===== src/rtl/legv8_multicycle_ctrl_if.sv =====
// Control and memory-handshake bundle between the LEGv8 multicycle sequencer and its datapath.
interface legv8_multicycle_ctrl_if;
    logic [10:0] opcode;
    logic        zero;
    logic        mem_ready;
    logic        mem_rd;
    logic        mem_wr;
    logic        addr_sel;
    logic        ir_wr;
    logic        pc_wr;
    logic        pc_src;
    logic        reg2loc;
    logic [1:0]  seu;
    logic        alu_src;
    logic [2:0]  alu_op;
    logic        mem_to_reg;
    logic        reg_wr;
    logic        instr_done;
    logic        err;
    logic [2:0]  state;

    modport master (
        input  opcode, zero, mem_ready,
        output mem_rd, mem_wr, addr_sel, ir_wr, pc_wr, pc_src, reg2loc, seu, alu_src, alu_op,
               mem_to_reg, reg_wr, instr_done, err, state
    );

    modport slave (
        output opcode, zero, mem_ready,
        input  mem_rd, mem_wr, addr_sel, ir_wr, pc_wr, pc_src, reg2loc, seu, alu_src, alu_op,
               mem_to_reg, reg_wr, instr_done, err, state
    );
endinterface


===== src/rtl/legv8_multicycle_ctrl.sv =====
// Multicycle LEGv8 sequencer: FETCH/DECODE/EXEC/MEM/WB/BRANCH over one shared memory port,
// with a bounded wait on mem_ready and a sticky error state.
module legv8_multicycle_ctrl #(
    parameter int unsigned MEM_TIMEOUT = 15
) (
    input logic                     i_clk,
    input logic                     i_rst,
    legv8_multicycle_ctrl_if.master io_ctrl
);
    localparam int unsigned CntW = (MEM_TIMEOUT < 2) ? 1 : $clog2(MEM_TIMEOUT);
    // Timeout fires on the MEM_TIMEOUT-th consecutive wait cycle.
    localparam logic [CntW-1:0] WaitLimit = CntW'((MEM_TIMEOUT == 0) ? 0 : MEM_TIMEOUT - 1);

    typedef enum logic [2:0] {
        StFetch  = 3'd0,
        StDecode = 3'd1,
        StExec   = 3'd2,
        StMem    = 3'd3,
        StWb     = 3'd4,
        StBranch = 3'd5,
        StErr    = 3'd7
    } state_e;

    typedef enum logic [3:0] {
        ClsAdd, ClsSub, ClsAnd, ClsOrr, ClsAddi, ClsSubi, ClsAndi, ClsOrri,
        ClsLdur, ClsStur, ClsCbz, ClsCbnz, ClsB, ClsBad
    } cls_e;

    state_e          r_state, w_state_d;
    cls_e            r_cls, w_cls_d, w_dec_cls;
    logic [CntW-1:0] r_wait, w_wait_d;
    logic            w_mem_wait, w_timeout;
    logic            w_is_r, w_is_i, w_is_ls, w_take;
    logic [2:0]      w_alu_op;

    always_ff @(posedge i_clk) begin
        if (i_rst) begin
            r_state <= StFetch;
            r_cls   <= ClsBad;
            r_wait  <= '0;
        end else begin
            r_state <= w_state_d;
            r_cls   <= w_cls_d;
            r_wait  <= w_wait_d;
        end
    end

    // Widest pattern wins.
    always_comb begin
        w_dec_cls = ClsBad;
        if      (io_ctrl.opcode == 11'b10001011000)      w_dec_cls = ClsAdd;
        else if (io_ctrl.opcode == 11'b11001011000)      w_dec_cls = ClsSub;
        else if (io_ctrl.opcode == 11'b10001010000)      w_dec_cls = ClsAnd;
        else if (io_ctrl.opcode == 11'b10101010000)      w_dec_cls = ClsOrr;
        else if (io_ctrl.opcode == 11'b11111000010)      w_dec_cls = ClsLdur;
        else if (io_ctrl.opcode == 11'b11111000000)      w_dec_cls = ClsStur;
        else if (io_ctrl.opcode[10:1] == 10'b1001000100) w_dec_cls = ClsAddi;
        else if (io_ctrl.opcode[10:1] == 10'b1101000100) w_dec_cls = ClsSubi;
        else if (io_ctrl.opcode[10:1] == 10'b1001001000) w_dec_cls = ClsAndi;
        else if (io_ctrl.opcode[10:1] == 10'b1011001000) w_dec_cls = ClsOrri;
        else if (io_ctrl.opcode[10:3] == 8'b10110100)    w_dec_cls = ClsCbz;
        else if (io_ctrl.opcode[10:3] == 8'b10110101)    w_dec_cls = ClsCbnz;
        else if (io_ctrl.opcode[10:5] == 6'b000101)      w_dec_cls = ClsB;
    end

    always_comb begin
        w_is_r  = r_cls inside {ClsAdd, ClsSub, ClsAnd, ClsOrr};
        w_is_i  = r_cls inside {ClsAddi, ClsSubi, ClsAndi, ClsOrri};
        w_is_ls = r_cls inside {ClsLdur, ClsStur};
        w_take  = io_ctrl.zero ^ (r_cls == ClsCbnz);
        case (r_cls)
            ClsSub, ClsSubi: w_alu_op = 3'b001;
            ClsAnd, ClsAndi: w_alu_op = 3'b010;
            ClsOrr, ClsOrri: w_alu_op = 3'b011;
            default:         w_alu_op = 3'b000;
        endcase
    end

    always_comb begin
        w_state_d  = r_state;
        w_cls_d    = r_cls;
        w_mem_wait = ((r_state == StFetch) || (r_state == StMem)) && !io_ctrl.mem_ready;
        w_timeout  = (MEM_TIMEOUT != 0) && w_mem_wait && (r_wait == WaitLimit);
        w_wait_d   = w_mem_wait ? r_wait + 1'b1 : '0;
        case (r_state)
            StFetch: begin
                if (io_ctrl.mem_ready) w_state_d = StDecode;
                else if (w_timeout)    w_state_d = StErr;
            end
            StDecode: begin
                w_cls_d = w_dec_cls;
                case (w_dec_cls)
                    ClsCbz, ClsCbnz, ClsB: w_state_d = StBranch;
                    ClsBad:                w_state_d = StErr;
                    default:               w_state_d = StExec;
                endcase
            end
            StExec:   w_state_d = w_is_ls ? StMem : StWb;
            StMem: begin
                if (io_ctrl.mem_ready) w_state_d = (r_cls == ClsLdur) ? StWb : StFetch;
                else if (w_timeout)    w_state_d = StErr;
            end
            StWb, StBranch: w_state_d = StFetch;
            default:        w_state_d = StErr;
        endcase
    end

    always_comb begin
        io_ctrl.mem_rd     = 1'b0;
        io_ctrl.mem_wr     = 1'b0;
        io_ctrl.addr_sel   = 1'b0;
        io_ctrl.ir_wr      = 1'b0;
        io_ctrl.pc_wr      = 1'b0;
        io_ctrl.pc_src     = 1'b0;
        io_ctrl.reg2loc    = 1'b0;
        io_ctrl.seu        = 2'b00;
        io_ctrl.alu_src    = 1'b0;
        io_ctrl.alu_op     = 3'b000;
        io_ctrl.mem_to_reg = 1'b0;
        io_ctrl.reg_wr     = 1'b0;
        io_ctrl.instr_done = 1'b0;
        io_ctrl.err        = 1'b0;
        io_ctrl.state      = 3'd0;
        if (!i_rst) begin
            io_ctrl.state = r_state;
            // EXEC controls stay on through MEM/WB so the ALU result remains stable.
            if (r_state inside {StExec, StMem, StWb}) begin
                if (w_is_r || w_is_i) begin
                    io_ctrl.alu_src = w_is_i;
                    io_ctrl.alu_op  = w_alu_op;
                end else if (w_is_ls) begin
                    io_ctrl.seu     = 2'b01;
                    io_ctrl.alu_src = 1'b1;
                    io_ctrl.reg2loc = (r_cls == ClsStur);
                end
            end
            case (r_state)
                StFetch: begin
                    io_ctrl.mem_rd = 1'b1;
                    io_ctrl.ir_wr  = io_ctrl.mem_ready;
                    io_ctrl.pc_wr  = io_ctrl.mem_ready;
                end
                StMem: begin
                    io_ctrl.addr_sel = 1'b1;
                    if (r_cls == ClsLdur) begin
                        io_ctrl.mem_rd = 1'b1;
                    end else begin
                        io_ctrl.mem_wr     = 1'b1;
                        io_ctrl.reg2loc    = 1'b1;
                        io_ctrl.instr_done = io_ctrl.mem_ready;
                    end
                end
                StWb: begin
                    io_ctrl.reg_wr     = 1'b1;
                    io_ctrl.mem_to_reg = (r_cls == ClsLdur);
                    io_ctrl.instr_done = 1'b1;
                end
                StBranch: begin
                    io_ctrl.instr_done = 1'b1;
                    if (r_cls == ClsB) begin
                        io_ctrl.seu    = 2'b10;
                        io_ctrl.pc_src = 1'b1;
                        io_ctrl.pc_wr  = 1'b1;
                    end else begin
                        io_ctrl.seu     = 2'b11;
                        io_ctrl.reg2loc = 1'b1;
                        io_ctrl.alu_op  = 3'b100;
                        io_ctrl.pc_src  = w_take;
                        io_ctrl.pc_wr   = w_take;
                    end
                end
                StErr:   io_ctrl.err = 1'b1;
                default: ;
            endcase
        end
    end
endmodule


===== src/flat_wrapper.sv =====
// flat-port wrapper written by rule: the top's interface ports become plain ports
module legv8_multicycle_ctrl_flat 
#(
    parameter int unsigned MEM_TIMEOUT = 15
)
  (i_clk, i_rst, io_ctrl_opcode, io_ctrl_zero, io_ctrl_mem_ready, io_ctrl_mem_rd, io_ctrl_mem_wr, io_ctrl_addr_sel, io_ctrl_ir_wr, io_ctrl_pc_wr, io_ctrl_pc_src, io_ctrl_reg2loc, io_ctrl_seu, io_ctrl_alu_src, io_ctrl_alu_op, io_ctrl_mem_to_reg, io_ctrl_reg_wr, io_ctrl_instr_done, io_ctrl_err, io_ctrl_state);
  legv8_multicycle_ctrl_if io_ctrl_i ();
  input logic i_clk;
  input logic i_rst;
  input wire logic [$bits(io_ctrl_i.opcode)-1:0] io_ctrl_opcode;
  input wire logic [$bits(io_ctrl_i.zero)-1:0] io_ctrl_zero;
  input wire logic [$bits(io_ctrl_i.mem_ready)-1:0] io_ctrl_mem_ready;
  output wire logic [$bits(io_ctrl_i.mem_rd)-1:0] io_ctrl_mem_rd;
  output wire logic [$bits(io_ctrl_i.mem_wr)-1:0] io_ctrl_mem_wr;
  output wire logic [$bits(io_ctrl_i.addr_sel)-1:0] io_ctrl_addr_sel;
  output wire logic [$bits(io_ctrl_i.ir_wr)-1:0] io_ctrl_ir_wr;
  output wire logic [$bits(io_ctrl_i.pc_wr)-1:0] io_ctrl_pc_wr;
  output wire logic [$bits(io_ctrl_i.pc_src)-1:0] io_ctrl_pc_src;
  output wire logic [$bits(io_ctrl_i.reg2loc)-1:0] io_ctrl_reg2loc;
  output wire logic [$bits(io_ctrl_i.seu)-1:0] io_ctrl_seu;
  output wire logic [$bits(io_ctrl_i.alu_src)-1:0] io_ctrl_alu_src;
  output wire logic [$bits(io_ctrl_i.alu_op)-1:0] io_ctrl_alu_op;
  output wire logic [$bits(io_ctrl_i.mem_to_reg)-1:0] io_ctrl_mem_to_reg;
  output wire logic [$bits(io_ctrl_i.reg_wr)-1:0] io_ctrl_reg_wr;
  output wire logic [$bits(io_ctrl_i.instr_done)-1:0] io_ctrl_instr_done;
  output wire logic [$bits(io_ctrl_i.err)-1:0] io_ctrl_err;
  output wire logic [$bits(io_ctrl_i.state)-1:0] io_ctrl_state;
  assign io_ctrl_i.opcode = io_ctrl_opcode;
  assign io_ctrl_i.zero = io_ctrl_zero;
  assign io_ctrl_i.mem_ready = io_ctrl_mem_ready;
  assign io_ctrl_mem_rd = io_ctrl_i.mem_rd;
  assign io_ctrl_mem_wr = io_ctrl_i.mem_wr;
  assign io_ctrl_addr_sel = io_ctrl_i.addr_sel;
  assign io_ctrl_ir_wr = io_ctrl_i.ir_wr;
  assign io_ctrl_pc_wr = io_ctrl_i.pc_wr;
  assign io_ctrl_pc_src = io_ctrl_i.pc_src;
  assign io_ctrl_reg2loc = io_ctrl_i.reg2loc;
  assign io_ctrl_seu = io_ctrl_i.seu;
  assign io_ctrl_alu_src = io_ctrl_i.alu_src;
  assign io_ctrl_alu_op = io_ctrl_i.alu_op;
  assign io_ctrl_mem_to_reg = io_ctrl_i.mem_to_reg;
  assign io_ctrl_reg_wr = io_ctrl_i.reg_wr;
  assign io_ctrl_instr_done = io_ctrl_i.instr_done;
  assign io_ctrl_err = io_ctrl_i.err;
  assign io_ctrl_state = io_ctrl_i.state;
  legv8_multicycle_ctrl #(.MEM_TIMEOUT(MEM_TIMEOUT)) u_core (.i_clk(i_clk), .i_rst(i_rst), .io_ctrl(io_ctrl_i));
endmodule

===== config.mk =====
export PLATFORM = sky130hd
export DESIGN_NAME = legv8_multicycle_ctrl_flat
export DESIGN_NICKNAME = d
export VERILOG_FILES = /design/src/rtl/legv8_multicycle_ctrl_if.sv /design/src/rtl/legv8_multicycle_ctrl.sv /design/src/flat_wrapper.sv
export SDC_FILE = /design/constraint.sdc
export NUM_CORES = 1
export LEC_CHECK = 0
export CAP_MARGIN = 20
export CELL_PAD_IN_SITES_DETAIL_PLACEMENT = 1
export CELL_PAD_IN_SITES_GLOBAL_PLACEMENT = 1
export CORE_MARGIN = 8
export CORE_UTILIZATION = 25
export CTS_BUF_LIST = sky130_fd_sc_hd__clkbuf_16
export DETAILED_ROUTE_END_ITERATION = 7
export PLACE_DENSITY_LB_ADDON = 0.2
export SLEW_MARGIN = 5
export SYNTH_ARGS = -nofsm -noshare
export SYNTH_HDL_FRONTEND = slang
export SYNTH_SLANG_ARGS = --single-unit
export TNS_END_PERCENT = 30

===== constraint.sdc =====
create_clock -name i_clk -period 1.6 [get_ports i_clk]
set_input_delay 0.32 -clock i_clk [delete_from_list [all_inputs] [get_ports i_clk]]
set_output_delay 0.32 -clock i_clk [all_outputs]
set_load 0.005 [all_outputs]

-- After elaboration in Yosys (flattened, before gate mapping)
Cells that the tools add are included.
- flip-flop bits (word level): 11
- input port bits: 15
- output and inout bits: 20
- word-level logic and storage cells: 126
- add/subtract/negate cells: 1
- equal/unequal tests: 35
- mux-type cells: 68
- bitwise logic cells: 2
- reduce and logical (&&, ||, !) cells: 17
- operators by type and width (operator ; number):
    11-bit == test, second input constant ; 6
    4-bit 2-to-1 mux ; 12
    10-bit == test, second input constant ; 4
    4-bit == test, second input constant ; 9
    1-bit 2-to-1 mux ; 34
    3-bit 2-to-1 mux ; 10
    4-bit by 3-bit == test with 1-bit output, second input constant ; 4
    8-bit == test, second input constant ; 2
    3-bit one-hot mux with 5 select lines ; 1
    2-bit 2-to-1 mux ; 5
    2-bit OR reduction ; 5
    3-bit == test, second input constant ; 3
    4-bit by 2-bit == test with 1-bit output, second input constant ; 2
    1-bit one-hot mux with 2 select lines ; 4
    4-bit nonzero test ; 2
    3-bit by 2-bit == test with 1-bit output, second input constant ; 2
    6-bit by 3-bit == test with 1-bit output, second input constant ; 1
    2-bit one-hot mux with 3 select lines ; 1
    3-bit one-hot mux with 2 select lines ; 1
    4-bit by 1-bit adder with 4-bit output, second input constant ; 1
    4-bit by 1-bit == test with 1-bit output, second input constant ; 1
    4-bit logical NOT ; 1
    3-bit by 1-bit == test with 1-bit output, second input constant ; 1
    3-bit logical NOT ; 1
    other kinds (8) ; 10

-- Logic depth before layout (Yosys ltp)
- word-level depth: 18
- gate-level depth with buffers: 6

-- Worst setup path before layout
No wires, ideal clock.
- path kind: register to output
- start point: reg u_core.r_cls[3]
- end point: out io_ctrl_reg2loc
- arrival time: 1.600 ns
- data required time: 1.280 ns
- slack: -0.320 ns
- cell stages (with the launch flop): 5
- path through: dfxtp_1 -> or3b_2 -> clkbuf_1 -> mux2i_1 -> a2111oi_0
- word-level cells in the longest chain between the ends: 8
- elaborated cells on any way between the ends: 22
- those cells by class: eq/ne (10); mux (7); reduce/logical (5)
- RTL lines (what ; line ; RTL):
    from (decl) ; legv8_multicycle_ctrl.sv:30 ; cls_e r_cls, w_cls_d, w_dec_cls;
    from (signal assigned) ; legv8_multicycle_ctrl.sv:39 ; r_cls <= ClsBad;
    from (signal assigned) ; legv8_multicycle_ctrl.sv:43 ; r_cls <= w_cls_d;
    4-bit == test, or another cell as far along ; legv8_multicycle_ctrl.sv:69, legv8_multicycle_ctrl.sv:145 ;
    2-bit nonzero test, or another cell as far along ; legv8_multicycle_ctrl.sv:69 ; w_is_ls = r_cls inside {ClsLdur, ClsStur};
    1-bit 2-to-1 mux or 1-bit logical OR (tied branches) ; legv8_multicycle_ctrl.sv:131, legv8_multicycle_ctrl.sv:128 ;
    1-bit 2-to-1 mux ; legv8_multicycle_ctrl.sv:128 ; if (w_is_r || w_is_i) begin
    1-bit 2-to-1 mux ; legv8_multicycle_ctrl.sv:127 ; if (r_state inside {StExec, StMem, StWb}) begin
    1-bit 2-to-1 mux, on equally long branches ; legv8_multicycle_ctrl.sv:160, legv8_multicycle_ctrl.sv:145 ;
    1-bit one-hot mux with 2 select lines (*) ; legv8_multicycle_ctrl.sv:137 ; case (r_state)
    1-bit 2-to-1 mux (*) ; legv8_multicycle_ctrl.sv:124 ; if (!i_rst) begin
    to (decl) ; flat_wrapper.sv:19 ; output wire logic [$bits(io_ctrl_i.reg2loc)-1:0] io_ctrl_reg2loc;
Mark *: on every way between the ends. The rest lies on a longest branch, timed or not.

-- Worst setup path after layout
Ends and elaborated chain as after synthesis.

==> flow_summary.ini <==
[layout]
area_growth_pct = 98.4
final_util = 0.515
antenna_cells = 0
drive_gt1_frac = 0.531
nNetsFinal = 242

[logic_synthesis]
async_reset_ff_frac = 0
synthTopCellsByArea = dfxtp_1 (21%), nor2_1 (5.4%), a21oi_1 (5.3%)
synth_common_cells = nor2_1 (15), a21oi_1 (11), dfxtp_1 (11)
netlist_area_um2 = 1040
synth.net_count = 154
synthDistinctLibCells = 47
synth_edf_count = 0
synth_area_leader_cell = dfxtp_1
ys.flop_type = dfxtp_1
synth_area_per_cell_um2 = 7.57
yosys.area.top_type_share = 0.212
netlist_instances = 137
synth.most_common_cell = nor2_1
ys_seq_area_frac = 0.212
yosysWarnings = 0
synth_seq_cells = 11

[sta]
slew_headroom = 0.683
hold_viol = 0
fmax_mhz = 505
finalCritPeriodShare = 1.24
fin_skew_ns = 0.00212
setup_viol = 17
rsz0062_at_grt = yes
tightest_slew_ns = 0.470
min_period_ns = 1.98
setup_ws_ns = -0.379
slew_viol_final = 0

[cts]
cts.sinks = 11
cts_buffer_depth = 2
ctsHoldBuffers = 0
path_clk_slew_ns = 0.04
clock_latency_ns = 0.24
numCtsBuffers = 3
htree_levels = 1
cts-root-buf = clkbuf_16
cts_tree = done

[die]
die_area_um2 = 6470
start_util = 0.259
die_h_um = 80.4
rows = 23
coreArea_um2 = 4000
die_x_um = 80.4
ios = 35

[worst_setup_path]
r2r-start = u_core.r_state[2]$_SDFF_PP0_
path_class = reg -> out
critPathArrivalTime_ns = 1.66
rrSetupSlack_ns = 0.02
cp_data_required_time_ns = 1.28
endpoint_kind = output pin
reg2reg_depth = 4
cp_max_fo = 4
worstSetupStartpointType = register
reg2reg_to = u_core.r_state[2]$_SDFF_PP0_

[global_route]
grt_pass1_wl_um = 7260
grt-ovfl-total = 0
grt_usage = 0.142
grt_max_degree = 12
grt_pass1_vias = 1582
antenna_found_initial = 0

[drt]
via_count = 1413
wl_um = 4580
drc = 0
via_per_inst = 5.16
ant_nets = 0
dr.pass1.iters = 4
drtIter0Drc = 47
routedWlPerCell_um = 16.7

[min_path]
min_from = u_core.r_wait[0]$_SDFF_PP0_
worstHoldPathType = reg -> reg
whs_path_depth = 1
min_to = u_core.r_wait[0]$_SDFF_PP0_

[status]
violations = setup timing
outcome = finished, violations left

[power]
total_power_uw = 2530
p_per_area_nw_per_um2 = 1230
p_leak_uw = 0.000898
vdd_drop_max_uv = 405

[place]
place_congestion = 0.806
hpwlAfterDp_um = 3310
portBuffers = 34

[run]
cap_violations = 0
worst max-delay path, cell delays in order (launching register included):
cell       delay [ns]
dfxtp_4          0.35
or3b_4           0.39
mux2i_1          0.16
a2111oi_2        0.34
buf_2            0.18
stage by stage:
stage                     setup slack (ns)  area [µm²]  TNS [ns]  hold WS, ns  instances
final                               -0.379        2060     -3.00        0.463        274
after floorplan                    -0.0662        1060    -0.110        0.430        137
after CTS                           -0.448        2010     -4.55        0.472        273
after global routing                -0.431        2060     -4.05        0.491        274
after global placement              -0.682        1780    -14.19        0.441        261
after detailed placement            -0.758        1780    -15.98        0.462        261
cell type report:
class / instances / area (µm²)
clock buffer: 3 / 75.1
tap: 50 / 62.6
sequential: 11 / 241
timing repair buffer: 91 / 729
multi-input combinational: 114 / 931
fill: 484 / 1940
clock inverter: 1 / 3.75
inverter: 4 / 15.0
metal layers:
metal	routed length [µm]	vias to the layer above	track usage
met3	207	9	0.0201
met4	138	0	0.0836
met2	2430	38	0.275
met5	0	-	0
met1	1800	678	0.136
li1	-	688	-
worst max path at each step:
stage	from	to	slack, ns	cells after the start
final	u_core.r_cls[3]$_SDFFE_PP1P_	io_ctrl_reg2loc	-0.38	4
after global routing	u_core.r_cls[3]$_SDFFE_PP1P_	io_ctrl_reg2loc	-0.43	4
after CTS	u_core.r_cls[3]$_SDFFE_PP1P_	io_ctrl_reg2loc	-0.45	4
after detailed placement	i_rst	io_ctrl_instr_done	-0.76	5
after global placement	i_rst	io_ctrl_instr_done	-0.68	5
after floorplan	io_ctrl_opcode[5]	u_core.r_cls[2]$_SDFFE_PP1P_	-0.07	4
placed cells by master (no fill, tap or decap), drive strengths merged, types with 5 or more instances in the layout:
| master | count |
|---|---|
| clkdlybuf4s50 | 8 |
| a21oi | 11 |
| clkbuf | 6 |
| dlygate4sd2 | 6 |
| inv | 5 |
| nor3b | 7 |
| buf | 71 |
| nor2 | 15 |
| nor3 | 8 |
| dfxtp | 11 |
timing repair:
action	CTS	global route
pin swaps	13	4
endpoints found under the setup margin	27	26
buffers inserted	9	2
resized for setup	102	25
cloned	0	0
kinds of logic after synthesis:
family | count (synthesis) | synth area share
flip-flops | 11 | 0.212
AO/OA/AOI/OAI | 36 | 0.235
multiplexers | 2 | 0.0193
buffers and inverters | 12 | 0.0446
adder cells (fa/ha/maj) | 2 | 0.0241
XOR/XNOR | 2 | 0.0169
AND/OR/NAND/NOR | 72 | 0.448
where the power goes:
group          leakage [µW]  switching [µW]  internal (µW)
clock             0.0000423             122            328
combinational      0.000764             703            880
sequential        0.0000918             119            376
state kept, by name, indices dropped and copies added, names as in the netlist:
signal          count
u_core.r_wait       4
u_core.r_cls        4
u_core.r_state      3
(Power assumes the default switching activity.)
